File: config.mk
export PLATFORM = sky130hd
export DESIGN_NAME = v_hier_sched
export DESIGN_NICKNAME = d
export VERILOG_FILES = /design/src/rtl/v_hier_sched.sv
export SDC_FILE = /design/constraint.sdc
export NUM_CORES = 1
export LEC_CHECK = 0
export CAP_MARGIN = 20
export CORE_MARGIN = 8
export CORE_UTILIZATION = 46
export DETAILED_ROUTE_END_ITERATION = 7
export GPL_TIMING_DRIVEN = 0
export MAX_ROUTING_LAYER = met4
export PLACE_DENSITY = 0.94
export SYNTH_ARGS = -nofsm -noshare
export SYNTH_HDL_FRONTEND = slang
export SYNTH_SLANG_ARGS = --single-unit
File: constraint.sdc
create_clock -name clk -period 4.7 [get_ports clk]
set_input_delay 0.705 -clock clk [delete_from_list [all_inputs] [get_ports clk]]
set_output_delay 0.705 -clock clk [all_outputs]
set_load 0.02 [all_outputs]
File: src/rtl/v_hier_sched.sv
// v_hier_sched: round-robin scheduler sharing one v_hier_sub datapath among
// NREQ requesters. The winner's operand is latched onto avec, held for LAT
// cycles, then qvec is captured into rdata and returned with a done pulse.
module v_hier_sched #(
  parameter int NREQ = 4,
  parameter int W    = 4,
  parameter int LAT  = 2
) (
  input  logic              clk,
  input  logic              rst,
  input  logic [NREQ-1:0]   req,
  input  logic [NREQ*W-1:0] opnd,
  output logic [NREQ-1:0]   gnt,
  output logic [NREQ-1:0]   done,
  output logic [W-1:0]      rdata,
  output logic              busy,
  output logic [W-1:0]      avec,
  input  logic [W-1:0]      qvec
);

  localparam int PW = (NREQ > 1) ? $clog2(NREQ) : 1;
  localparam int CW = $clog2(LAT + 1);

  localparam logic [1:0] S_IDLE = 2'd0;
  localparam logic [1:0] S_WAIT = 2'd1;
  localparam logic [1:0] S_DONE = 2'd2;

  logic [1:0]    state;
  logic [PW-1:0] ptr;
  logic [CW-1:0] cnt;
  logic [PW-1:0] win;
  logic [PW-1:0] idx;
  logic          found;
  logic [W-1:0]  opsel;

  // Round-robin search: first active request after the last winner, wrapping.
  always_comb begin
    win   = ptr;
    idx   = '0;
    found = 1'b0;
    for (int k = 1; k <= NREQ; k++) begin
      idx = PW'((int'(ptr) + k) % NREQ);
      if (!found && req[idx]) begin
        found = 1'b1;
        win   = idx;
      end
    end
  end

  assign opsel = opnd[int'(win)*W +: W];

  // Grant, hold for LAT cycles, capture the result and pulse done for one cycle.
  always_ff @(posedge clk) begin
    if (rst) begin
      state <= S_IDLE;
      gnt   <= '0;
      done  <= '0;
      avec  <= '0;
      rdata <= '0;
      cnt   <= '0;
      busy  <= 1'b0;
      ptr   <= PW'(NREQ - 1);
    end else begin
      case (state)
        S_IDLE: begin
          done <= '0;
          if (found) begin
            gnt   <= NREQ'(1) << win;
            avec  <= opsel;
            ptr   <= win;
            cnt   <= CW'(LAT);
            busy  <= 1'b1;
            state <= S_WAIT;
          end else begin
            avec <= '0;
            busy <= 1'b0;
          end
        end
        S_WAIT: begin
          cnt <= cnt - CW'(1);
          if (cnt == CW'(1)) begin
            rdata <= qvec;
            done  <= gnt;
            gnt   <= '0;
            avec  <= '0;
            state <= S_DONE;
          end
        end
        S_DONE: begin
          done  <= '0;
          busy  <= 1'b0;
          state <= S_IDLE;
        end
        default: begin
          gnt   <= '0;
          done  <= '0;
          avec  <= '0;
          busy  <= 1'b0;
          state <= S_IDLE;
        end
      endcase
    end
  end

endmodule

==> metrics.cfg <==
[placement]
hpwlAfterDp_um=2430
port_buffers=41
gp_congestion=0.722
dpl-instance-area_um2=1550

[clock_network]
tritoncts=done
htreeDepth=1
cts_made_buffers=3
path_clk_slew_ns=0.12
cts-root-buf=clkbuf_4
cts_sinks=23
cts_resized=0
hold_buffers=0
cts_max_path_buffers=2
clk_latency_ns=0.31
post-cts-setup-buffers=0

[pwr]
irDropWorstVdd_mv=0.235
switching_share=0.355
leakage_nw=0.598
pwr-share-clk=0.154
intPower_mw=0.386
p_per_area_nw_per_um2=380
comb_power_share=0.429
switchingPower_mw=0.212
power_frac_seq=0.417

[worst_setup_path]
slowest_delay_ns=0.51
cp-start-kind=input port
slowest_stage=clkdlybuf4s50_1
path_delay_family=compound AO/OA/AOI/OAI gates
crit_type=in2reg
critPathMaxFanout=4
cp_num_buf_inv=1
path_cells=clkdlybuf4s50_1 -> mux2i_1 -> nor2_1 -> a311oi_4 -> mux2_2 -> a221o_1
end_kind=flop
crit_arrival_ns=2.61
startpoint=req[1]
critical_path_required_ns=4.91
rr_startpoint=ptr[1]

[route]
drtPass1Iterations=4
vias=1068
route.detailed.drc=0
first_iter_violations=29
wl_um=2990
antenna_left=0
via_per_inst=5.48
wl_per_cell_um=15.3

[synthesis]
yosys.area.top_type=dfxtp_1
synth_common_cells=23 x dfxtp_1, 15 x nor2_1, 12 x mux2i_1
syn-num-nets=149
ys_seq_elements=23
yosysMostFrequentCell=dfxtp_1
syn_area_um2=1100
syn_inst=122
synth.area.top_cells=dfxtp_1 42%, mux2i_1 11%, nor2_1 5.1%, nand2b_1 4.5%, nand2_1 3.7%
ys_seq_area_frac=0.418
synth.top_cell.area_share=0.418
async_flop_share=0
yosys_warnings=0
avgSynthCellArea_um2=9.04
ys_types=34
ys.flop_type=dfxtp_1
synth_edf_count=0

[timing]
min_period_ns=2.40
maxSlewViolCount=0
hold-worst-slack_ns=0.473
finClkSkew_ns=0.00252
clock.fmax_mhz=417
hold_viol=0
min_period_over_period=0.510
worst_pin_slew_ns=0.863
rsz0062_at_grt=no
finalSetupViolations=0
fin_setup_tns_ns=0
slew_headroom=0.419

[global_routing]
grt_pass1_vias=1163
grt-busiest-layer=met2
use_met3=0.0515
grt_max_degree=13
gr-usage-all-layers=0.151
grt-ovfl-total=0
grt_pass1_wl_um=5090
grt_use_met1=0.150
grt_use_met2=0.265
antenna_found_initial=0

[cells_and_area]
finalInstanceArea_um2=1570
drive_gt1_frac=0.0719
final_net_count=195
n_antenna_cell=0
area_growth_pct=42.8

[die]
ioPinCount=43
fp.dieW_um=65.0
start_util=0.494
coreArea_um2=2230
die_h_um=65.0
dieArea_um2=4220
row_count=17

[status]
outcome=complete, no violations

[min_path]
hp-class=reg2reg
hold_start=rdata[0]

[run]
drv_cap=0

cell type report:
type	count	area, µm²
Tap cell	28	35.0
Sequential cell	23	460
Fill cell	186	659
Timing Repair Buffer	41	410
Buffer	7	42.5
Inverter	3	11.3
Clock buffer	4	26.3
Multi-Input combinational cell	89	588
worst register-to-register path, cell delays in order (launching register included):
cell	delay (ns)
dfxtp_1	0.35
buf_6	0.13
mux2i_1	0.19
nor2_1	0.09
a311oi_4	0.40
mux2_2	0.39
a221o_1	0.33
cell usage in the layout, fill, tap and decap left out, types with 2 or more instances in the layout:
master / n
buf_6: 2
nor3_1: 3
o221ai_1: 3
clkbuf_4: 3
dfxtp_1: 23
a22oi_1: 2
nor2_1: 15
a21o_1: 2
nand2_1: 11
mux2i_1: 12
nand2b_1: 8
a211o_1: 2
clkdlybuf4s50_1: 41
a21oi_1: 7
clkbuf_1: 5
nand3_1: 6
inv_1: 3
state kept, by name, summed over array words and instances (netlist names):
register / flops
busy: 1
ptr: 2
cnt: 2
avec: 4
gnt: 4
rdata: 4
state: 2
done: 4
stage by stage:
step / instances / util / worst slack, ns / power, mW
floorplan: 122 / - / 2.66 / 0.415
global placement: 191 / 0.693 / 2.04 / 0.498
detailed placement: 191 / 0.693 / 1.97 / 0.511
CTS: 195 / 0.705 / 2.33 / 0.601
global route: 195 / 0.705 / 2.21 / 0.632
finish: 195 / 0.705 / 2.30 / 0.598
logic make-up (layout without fill, tap and decap cells):
kind of cell             Yosys count  after routing  share of synthesized area
AO/OA/AOI/OAI                     24             24                      0.176
adder cells (fa/ha/maj)            1              1                     0.0113
buffers and inverters             10             55                     0.0488
flip-flops                        23             23                      0.418
multiplexers                      13             13                      0.119
AND/OR/NAND/NOR                   51             51                      0.227
power by group through the flow:
stage	combinational (mW)	sequential, mW	clock (mW)
6_report	0.256	0.249	0.0920
2_1_floorplan	0.142	0.273	0
4_1_cts	0.258	0.249	0.0941
3_5_place_dp	0.257	0.253	0
3_3_place_gp	0.247	0.251	0
5_1_grt	0.277	0.254	0.101
routing by layer:
layer	vias to the layer above	share of wire
met2	53	0.48
met3	4	0.092
li1	525	-
met5	-	0
met1	486	0.41
met4	0	0.012
path summary, 6_finish.rpt:
path                                 end  slack, ns  cells after the start
worst max-delay path             avec[0]       2.30                      6
worst min-delay path            rdata[0]       0.47                      2
worst max register to register   avec[0]       2.71                      6
worst min register to register  rdata[0]       0.47                      2
(Power assumes the default switching activity.)
